### src/rtl/uart_tx_fifo_if.sv
// Byte-queue handshake bundle between the command block, the TX FIFO and the UART transmitter.
// Optional statistics signals are present only when UART_TX_FIFO_STATS_EN is defined.
interface uart_tx_fifo_if #(
    parameter int DEPTH_LOG2 = 4
) ();
    logic                  wr_en;
    logic [7:0]            wr_data;
    logic                  tx_busy;
    logic                  tx_start;
    logic [7:0]            tx_data;
    logic [DEPTH_LOG2:0]   fifo_count;
    logic                  full;
    logic                  empty;
    logic                  overflow;
`ifdef UART_TX_FIFO_STATS_EN
    logic [15:0]           drop_count;
    logic [15:0]           sent_count;

    modport master (
        output wr_en, wr_data, tx_busy,
        input  tx_start, tx_data, fifo_count, full, empty, overflow, drop_count, sent_count
    );
    modport slave (
        input  wr_en, wr_data, tx_busy,
        output tx_start, tx_data, fifo_count, full, empty, overflow, drop_count, sent_count
    );
`else
    modport master (
        output wr_en, wr_data, tx_busy,
        input  tx_start, tx_data, fifo_count, full, empty, overflow
    );
    modport slave (
        input  wr_en, wr_data, tx_busy,
        output tx_start, tx_data, fifo_count, full, empty, overflow
    );
`endif
endinterface

### src/rtl/uart_tx_fifo.sv
// Byte FIFO feeding a UART transmitter: one start pulse per byte, paced on tx_busy.
// Define UART_TX_FIFO_STATS_EN to add the drop_count / sent_count statistics outputs.
module uart_tx_fifo #(
    parameter int DEPTH_LOG2    = 4,
    parameter int START_TIMEOUT = 16,
    parameter int GAP_CYCLES    = 0
) (
    input  logic          clk,
    input  logic          reset,
    uart_tx_fifo_if.slave bus
);
    localparam int DEPTH = 2 ** DEPTH_LOG2;
    localparam int TW    = (START_TIMEOUT > 1) ? $clog2(START_TIMEOUT) : 1;
    localparam int GW    = (GAP_CYCLES > 0) ? $clog2(GAP_CYCLES + 1) : 1;
    localparam logic [DEPTH_LOG2:0] FULL_CNT = (DEPTH_LOG2 + 1)'(DEPTH);
    localparam logic [TW-1:0]       TMO_LAST = TW'(START_TIMEOUT - 1);

    typedef enum logic [1:0] {IDLE, WAIT_BUSY, WAIT_DONE} state_t;

    state_t                  state;
    logic [7:0]              mem [DEPTH];
    logic [DEPTH_LOG2-1:0]   wr_ptr;
    logic [DEPTH_LOG2-1:0]   rd_ptr;
    logic [DEPTH_LOG2:0]     count;
    logic [TW-1:0]           timer;
    logic [GW-1:0]           gap;
    logic                    start_pulse;
    logic [7:0]              data_out;
    logic                    overflow;
    logic                    is_full;
    logic                    is_empty;
    logic                    pop;
    logic                    push;
    logic                    drop;

    assign is_full  = (count == FULL_CNT);
    assign is_empty = (count == '0);
    assign pop      = (state == IDLE) && !is_empty && !bus.tx_busy && (gap == '0);
    // A full FIFO still takes a write when the same edge pops, since a slot frees up.
    assign push     = bus.wr_en && (!is_full || pop);
    assign drop     = bus.wr_en && !push;

    // Storage holds data only; occupancy and pointers decide what is valid.
    always_ff @(posedge clk) begin
        if (push) begin
            mem[wr_ptr] <= bus.wr_data;
        end
    end

    always_ff @(posedge clk) begin
        if (reset) begin
            state       <= IDLE;
            wr_ptr      <= '0;
            rd_ptr      <= '0;
            count       <= '0;
            timer       <= '0;
            gap         <= '0;
            start_pulse <= 1'b0;
            data_out    <= 8'd0;
            overflow    <= 1'b0;
        end else begin
            start_pulse <= 1'b0;
            if (push) begin
                wr_ptr <= wr_ptr + 1'b1;
            end
            if (push && !pop) begin
                count <= count + 1'b1;
            end else if (pop && !push) begin
                count <= count - 1'b1;
            end
            if (drop) begin
                overflow <= 1'b1;
            end
            case (state)
                IDLE: begin
                    if (gap != '0) begin
                        gap <= gap - 1'b1;
                    end
                    if (pop) begin
                        start_pulse <= 1'b1;
                        data_out    <= mem[rd_ptr];
                        rd_ptr      <= rd_ptr + 1'b1;
                        timer       <= '0;
                        state       <= WAIT_BUSY;
                    end
                end
                WAIT_BUSY: begin
                    // A transmitter that never raises busy must not stall the queue forever.
                    if (bus.tx_busy) begin
                        state <= WAIT_DONE;
                    end else if (timer == TMO_LAST) begin
                        state <= IDLE;
                    end else begin
                        timer <= timer + 1'b1;
                    end
                end
                WAIT_DONE: begin
                    if (!bus.tx_busy) begin
                        gap   <= GW'(GAP_CYCLES);
                        state <= IDLE;
                    end
                end
                default: state <= IDLE;
            endcase
        end
    end

    assign bus.tx_start   = start_pulse;
    assign bus.tx_data    = data_out;
    assign bus.fifo_count = count;
    assign bus.full       = is_full;
    assign bus.empty      = is_empty;
    assign bus.overflow   = overflow;

`ifdef UART_TX_FIFO_STATS_EN
    logic [15:0] drops;
    logic [15:0] sents;

    function automatic logic [15:0] sat_inc16(input logic [15:0] v);
        return (v == 16'hFFFF) ? v : v + 16'd1;
    endfunction

    always_ff @(posedge clk) begin
        if (reset) begin
            drops <= 16'd0;
            sents <= 16'd0;
        end else begin
            if (drop) begin
                drops <= sat_inc16(drops);
            end
            if (pop) begin
                sents <= sents + 16'd1;
            end
        end
    end

    assign bus.drop_count = drops;
    assign bus.sent_count = sents;
`endif
endmodule

### src/flat_wrapper.sv
// flat-port wrapper written by rule: the top's interface ports become plain ports
module uart_tx_fifo_flat 
#(
    parameter int DEPTH_LOG2    = 4,
    parameter int START_TIMEOUT = 16,
    parameter int GAP_CYCLES    = 0
)
  (clk, reset, bus_wr_en, bus_wr_data, bus_tx_busy, bus_tx_start, bus_tx_data, bus_fifo_count, bus_full, bus_empty, bus_overflow);
  uart_tx_fifo_if #(.DEPTH_LOG2(DEPTH_LOG2)) bus_i ();
  input  logic clk;
  input  logic reset;
  input wire logic [$bits(bus_i.wr_en)-1:0] bus_wr_en;
  input wire logic [$bits(bus_i.wr_data)-1:0] bus_wr_data;
  input wire logic [$bits(bus_i.tx_busy)-1:0] bus_tx_busy;
  output wire logic [$bits(bus_i.tx_start)-1:0] bus_tx_start;
  output wire logic [$bits(bus_i.tx_data)-1:0] bus_tx_data;
  output wire logic [$bits(bus_i.fifo_count)-1:0] bus_fifo_count;
  output wire logic [$bits(bus_i.full)-1:0] bus_full;
  output wire logic [$bits(bus_i.empty)-1:0] bus_empty;
  output wire logic [$bits(bus_i.overflow)-1:0] bus_overflow;
  assign bus_i.wr_en = bus_wr_en;
  assign bus_i.wr_data = bus_wr_data;
  assign bus_i.tx_busy = bus_tx_busy;
  assign bus_tx_start = bus_i.tx_start;
  assign bus_tx_data = bus_i.tx_data;
  assign bus_fifo_count = bus_i.fifo_count;
  assign bus_full = bus_i.full;
  assign bus_empty = bus_i.empty;
  assign bus_overflow = bus_i.overflow;
  uart_tx_fifo #(.DEPTH_LOG2(DEPTH_LOG2), .START_TIMEOUT(START_TIMEOUT), .GAP_CYCLES(GAP_CYCLES)) u_core (.clk(clk), .reset(reset), .bus(bus_i));
endmodule
### config.mk
export PLATFORM = sky130hd
export DESIGN_NAME = uart_tx_fifo_flat
export DESIGN_NICKNAME = d
export VERILOG_FILES = /design/src/rtl/uart_tx_fifo_if.sv /design/src/rtl/uart_tx_fifo.sv /design/src/flat_wrapper.sv
export SDC_FILE = /design/constraint.sdc
export NUM_CORES = 1
export LEC_CHECK = 0
export CAP_MARGIN = 10
export CORE_MARGIN = 5
export CORE_UTILIZATION = 30
export DETAILED_ROUTE_END_ITERATION = 8
export GPL_TIMING_DRIVEN = 0
export HOLD_SLACK_MARGIN = 0.03
export PLACE_DENSITY = 0.51
export RECOVER_POWER = 100
export SYNTH_ARGS = -nofsm -noshare
export SYNTH_HDL_FRONTEND = slang
export SYNTH_SLANG_ARGS = --single-unit
### constraint.sdc
create_clock -name clk -period 7.4 [get_ports clk]
set_input_delay 1.11 -clock clk [delete_from_list [all_inputs] [get_ports clk]]
set_output_delay 1.11 -clock clk [all_outputs]
set_load 0.05 [all_outputs]
==> impl_metrics.ini, run 1 <==
[die]
core_um2 = 20890
start_util_pct = 30.29
ios = 29
num_rows = 53
die_y_um = 155.2
die_w_um = 155.2
die_area_um2 = 24090

[finish]
layout-drive-gt1-share_pct = 8.571
num_antenna_cells = 0
multi_input_area_um2 = 1720
seqCellArea_um2 = 4424
nNetsFinal = 500
fill_cells = 2004
area_delta_synth_final_pct = 19.06

[timing]
fmaxAchievable_ghz = 0.2339
fin_tns_setup_ns = 0
grt_setup_unrepaired = false
finalClockSkew_ns = 0.009358
min_period_ns = 4.275
period_share_pct = 57.76
slew_headroom_pct = 20.95
maxSlewViolCount = 0
worst_pin_slew_ns = 1.177
setup_viol = 0
hold_violations = 0

[synthesis]
synth_cell_type_count = 40
ys_ff_latch = 157
ys_seq_area_share_pct = 69.92
yosys_warnings = 0
synth_top_cell_by_area = edfxtp_1
synth_edf_count = 128
netlist_instances = 428
avgSynthCellArea_um2 = 14.78
synth_top_area_share_pct = 60.75
syn-num-nets = 451
synth_ff_type = edfxtp_1
synth_common_cells = 128 x edfxtp_1, 66 x mux2i_1, 49 x nor2_1, 32 x o22ai_1, 29 x dfxtp_1
yosys.cell_count.top_type = edfxtp_1
netlist_area_um2 = 6327
async_reset_ff_share_pct = 0
synthTopCellsByArea = edfxtp_1 61%, mux2i_1 10%, dfxtp_1 9.2%, o22ai_1 3.2%, nor2_1 2.9%

[grt]
grt_use_total_pct = 11.64
grt_overflow = 0
grt_max_degree = 17
grt_pass1_vias = 3609
grt_pass1_wl_um = 20650
antenna_found_initial = 0

[setup_path]
cp-start-kind = input pin
arrival_ns = 4.58
crit_start = bus_tx_busy
worst_setup_path_end_kind = flop
worst_r2r_path_depth = 11
rr_endpoint = u_core.bus.fifo_count[4]
required_ns = 7.70
critPathKind = in -> reg
critPathMaxFanout = 10
r2r-start = u_core.state[1]
regToRegSetupSlack_ns = 4.00

[placed_design]
routabilityCongestion = 0.8154
numPortBuffers = 28
hpwl_um = 9485

[clocking]
cts_hold_buf = 0
numCtsBuffers = 17
root_buffer = clkbuf_16
postCtsResizedCells = 0
cts_tree = built
worstSkewPairLatency_ns = 0.42
path_clk_slew_ns = 0.06
cts_setup_buffers = 0
clock-sinks = 157
clockBufferDepth = 2
htree_levels = 4

[detailed_routing]
via_per_inst = 4.705
num_vias = 3599
drt-total-wl_um = 13540
ant_nets = 0
drc = 0
drtIter0Drc = 207
post_drt_wl_per_cell_um = 17.70
detail_route.first_pass.iterations = 4

[min_path]
whs_endpoint = u_core.bus.overflow
min-delay-start = u_core.bus.overflow
worstHoldPathType = reg -> reg
min_path_cells = 2

[power_and_ir_drop]
p_per_area_nw_per_um2 = 326.3
p_leak_nw = 2.403
total_power_mw = 2.458
irDropWorstVdd_uv = 136.5

[job]
max_cap_violations = 0

[status]
status = completed
[stage by stage]
| stage | utilization [%] | hold WS (ns) | std cells | setup WS [ns] | instance area (um^2) |
|---|---|---|---|---|---|
| 3_5_place_dp | 33.32 | 0.4832 | 732 | 3.023 | 6959 |
| 6_report | 36.06 | 0.4858 | 765 | 3.125 | 7533 |
| 4_1_cts | 36.29 | 0.4972 | 764 | 3.432 | 7580 |
| 2_1_floorplan | - | 0.4761 | 428 | 3.921 | 6327 |
| 3_3_place_gp | 33.28 | 0.4565 | 731 | 3.068 | 6952 |
| 5_1_grt | 36.06 | 0.5272 | 765 | 2.859 | 7533 |
[cells in the final DEF, fill, tap and decap left out, types with 4 or more instances in the layout]
cell type	n
a211oi_1	8
a21oi_1	11
buf_2	4
buf_4	4
bufinv_16	4
clkbuf_1	16
clkbuf_16	17
dfxtp_1	29
dlygate4sd3_1	27
edfxtp_1	128
ha_1	10
inv_1	10
mux2i_1	66
nand2_1	10
nor2_1	49
nor3_1	5
nor4_1	8
o22ai_1	32
or3_1	4
xnor2_1	4
xor2_1	6
[layout make-up]
class / instances / share of cell area (%)
buffer: 21 / 1.312
clock buffer: 18 / 5.697
clock inverter: 14 / 2.541
inverter: 10 / 0.4983
multi-input combinational: 240 / 22.84
sequential: 157 / 58.73
tap: 275 / 4.567
timing repair buffer: 30 / 3.820
[per-layer routing]
layer	vias to the layer above	wire length (um)	GRT usage, %
met5	-	0	0
met4	0	217	4.460
met3	12	588	2.893
met2	61	6960	20.19
met1	1798	5771	13.97
li1	1728	-	-
[worst max-delay path by stage]
stage / end / slack (ns) / cells after the start
2_1_floorplan: u_core.bus.fifo_count[4] / 3.92 / 11
3_3_place_gp: u_core.bus.fifo_count[4] / 3.07 / 12
3_5_place_dp: u_core.bus.fifo_count[4] / 3.02 / 12
4_1_cts: u_core.bus.fifo_count[4] / 3.43 / 12
5_1_grt: u_core.bus.fifo_count[4] / 2.86 / 12
6_report: u_core.bus.fifo_count[4] / 3.13 / 12
[where the power goes]
group | total [mW] | switching [mW] | internal [mW]
registers | 1.04 | 0.0344 | 1.01
clock network | 0.900 | 0.335 | 0.564
logic | 0.514 | 0.350 | 0.164
[registers in the layout (all words and copies together) (netlist names)]
| register | count |
|---|---|
| u_core.bus.fifo_count | 5 |
| u_core.bus.overflow | 1 |
| u_core.bus.tx_data | 8 |
| u_core.bus.tx_start | 1 |
| u_core.mem | 128 |
| u_core.rd_ptr | 4 |
| u_core.state | 2 |
| u_core.timer | 4 |
| u_core.wr_ptr | 4 |
[logic make-up after synthesis]
logic type | synth area share, %
fa+ha+maj | 2.294
flops | 69.92
simple gates | 7.218
compound gates | 6.367
xor+xnor | 1.384
mux | 10.62
buf+inv | 2.195
[critical path, stage by stage]
cell	delay, ns
dlygate4sd3_1	0.59
or3_1	0.39
a21oi_1	0.27
clkbuf_1	0.39
inv_1	0.16
ha_1	0.26
inv_1	0.13
ha_1	0.28
a21o_1	0.20
a21oi_1	0.20
mux2i_1	0.25
mux2_2	0.35
(Power assumes the default switching activity.)
==> inputs of run 2 (changes only) <==
- PLACE_DENSITY: 0.51 -> 0.53
- clock period: 7.4 -> 3.5 ns (I/O delays scaled with it)
==> run 2 against run 1 <==
- count of clock-buffer cells in the layout unchanged
- combinational power increased by 110%
- utilization about the same
- clock power increased by 110%
- critical path type unchanged
- sequential share of layout area about the same
- hold slack improved by 0.014 ns
- wire length increased by 3.1%
- global-route usage increased by 0.55 points
- via count increased by 0.61%
- largest power group unchanged
==> impl_metrics.ini, run 2 (same netlist as run 1, synthesis figures left out) <==
[finish]
largest_reg_flops = 128
area_delta_synth_final_pct = 19.04
layout_commonest_cell = edfxtp_1
num_antenna_cells = 0
final_cell_mix = 128 x edfxtp_1, 66 x mux2i_1, 49 x nor2_1, 32 x o22ai_1, 29 x dfxtp_1
nNetsFinal = 500
fin_cells = 765
layout-drive-gt1-share_pct = 8.980
fill_cells = 1984
top_register = u_core.mem

[die]
start_util_pct = 30.29
core_um2 = 20890
die_y_um = 155.2
die_area_um2 = 24090
die_w_um = 155.2
num_rows = 53
ios = 29

[clocking]
htree_levels = 4
cts_tree = built
worstSkewPairLatency_ns = 0.42
root_buffer = clkbuf_16
cts_setup_buffers = 0
cts_hold_buf = 0
clock-sinks = 157
postCtsResizedCells = 0
numCtsBuffers = 17
path_clk_slew_ns = 0.06
clockBufferDepth = 2

[grt]
grt_pass1_vias = 3653
grt_overflow = 0
grt_use_total_pct = 12.19
antenna_found_initial = 0
grt_max_degree = 17
grt_pass1_wl_um = 21750

[detailed_routing]
detail_route.first_pass.iterations = 4
drt-total-wl_um = 13960
drc = 0
drtIter0Drc = 313
num_vias = 3621
post_drt_wl_per_cell_um = 18.24
ant_nets = 0
via_per_inst = 4.733

[setup_path]
critPathKind = in -> reg
regToRegSetupSlack_ns = 0.26
critPathMaxFanout = 10
worst_setup_path_end_kind = flop
worst_r2r_path_depth = 11
arrival_ns = 3.70
rr_endpoint = u_core.bus.fifo_count[4]
r2r-start = u_core.state[0]
required_ns = 3.81
cp-start-kind = input pin

[timing]
worst_pin_slew_ns = 1.311
fin_hold_ws_ns = 0.4994
grt_setup_unrepaired = false
hold_violations = 0
min_period_ns = 3.388
setup_viol = 0
slew_headroom_pct = 11.94
finalClockSkew_ns = 0.007269
period_share_pct = 96.81
maxSlewViolCount = 0
fmaxAchievable_ghz = 0.2951

[min_path]
worstHoldPathType = reg -> reg
min_path_cells = 2
whs_endpoint = u_core.bus.tx_data[6]
min-delay-start = u_core.bus.tx_data[6]

[placed_design]
routabilityCongestion = 0.7779
dp_cells = 732
numPortBuffers = 28
hpwl_um = 9706

[job]
max_cap_violations = 0

[power_and_ir_drop]
p_leak_nw = 2.397
irDropWorstVdd_uv = 275.2
p_per_area_nw_per_um2 = 685.0

[status]
status = completed
-- run 2: metrics by stage --
step | setup TNS, ns | util (%) | total power, mW | cell area [um^2] | setup WS [ns]
2_1_floorplan | 0 | - | 3.019 | 6327 | 0.5417
3_3_place_gp | -0.2674 | 33.28 | 3.387 | 6952 | -0.2674
3_5_place_dp | -0.2650 | 33.32 | 3.413 | 6959 | -0.2650
4_1_cts | 0 | 36.17 | 5.262 | 7556 | 0.1623
5_1_grt | 0 | 36.06 | 5.392 | 7532 | 0.0005080
6_report | 0 | 36.06 | 5.160 | 7532 | 0.1118
-- run 2: worst max-delay path by stage --
stage	from	endpoint	slack (ns)
global route	bus_tx_busy	u_core.bus.fifo_count[4]	0.0005
finish	bus_tx_busy	u_core.bus.fifo_count[4]	0.11
floorplan	u_core.bus.fifo_count[4]	u_core.bus.fifo_count[4]	0.54
CTS	bus_tx_busy	u_core.bus.fifo_count[4]	0.16
global placement	bus_tx_busy	u_core.bus.fifo_count[4]	-0.27
detailed placement	bus_tx_busy	u_core.bus.fifo_count[4]	-0.26
-- run 2: area by class of cell --
cell class	instances	area, um^2	share of cell area (%)
well taps	275	344.1	4.568
multi-input cells	240	1740	23.11
repair buffers	30	287.8	3.821
flip-flops and latches	157	4424	58.74
inverters	10	37.54	0.4983
clock buffers	18	429.2	5.698
clock inverters	14	167.7	2.226
plain buffers	21	101.3	1.346
-- run 2: routing by layer --
metal / global-route usage (%) / up-vias / share of wire (%)
met5: 0 / - / 0
met4: 5.627 / 0 / 2.9
met3: 2.531 / 23 / 3.0
met2: 19.22 / 69 / 48
met1: 16.20 / 1805 / 47
li1: - / 1724 / -
-- run 2: power by group --
group	switching, mW	internal [mW]
Combinational	0.745	0.350
Sequential	0.0791	2.14
Clock	0.729	1.12
-- run 2: worst max-delay path, cell delays in order --
cell	delay, ns
clkdlybuf4s50_1	0.45
or3_4	0.38
a21oi_1	0.25
buf_2	0.32
inv_1	0.14
ha_1	0.24
inv_1	0.14
ha_1	0.28
a21o_1	0.18
a21oi_1	0.19
mux2i_1	0.24
mux2_2	0.34
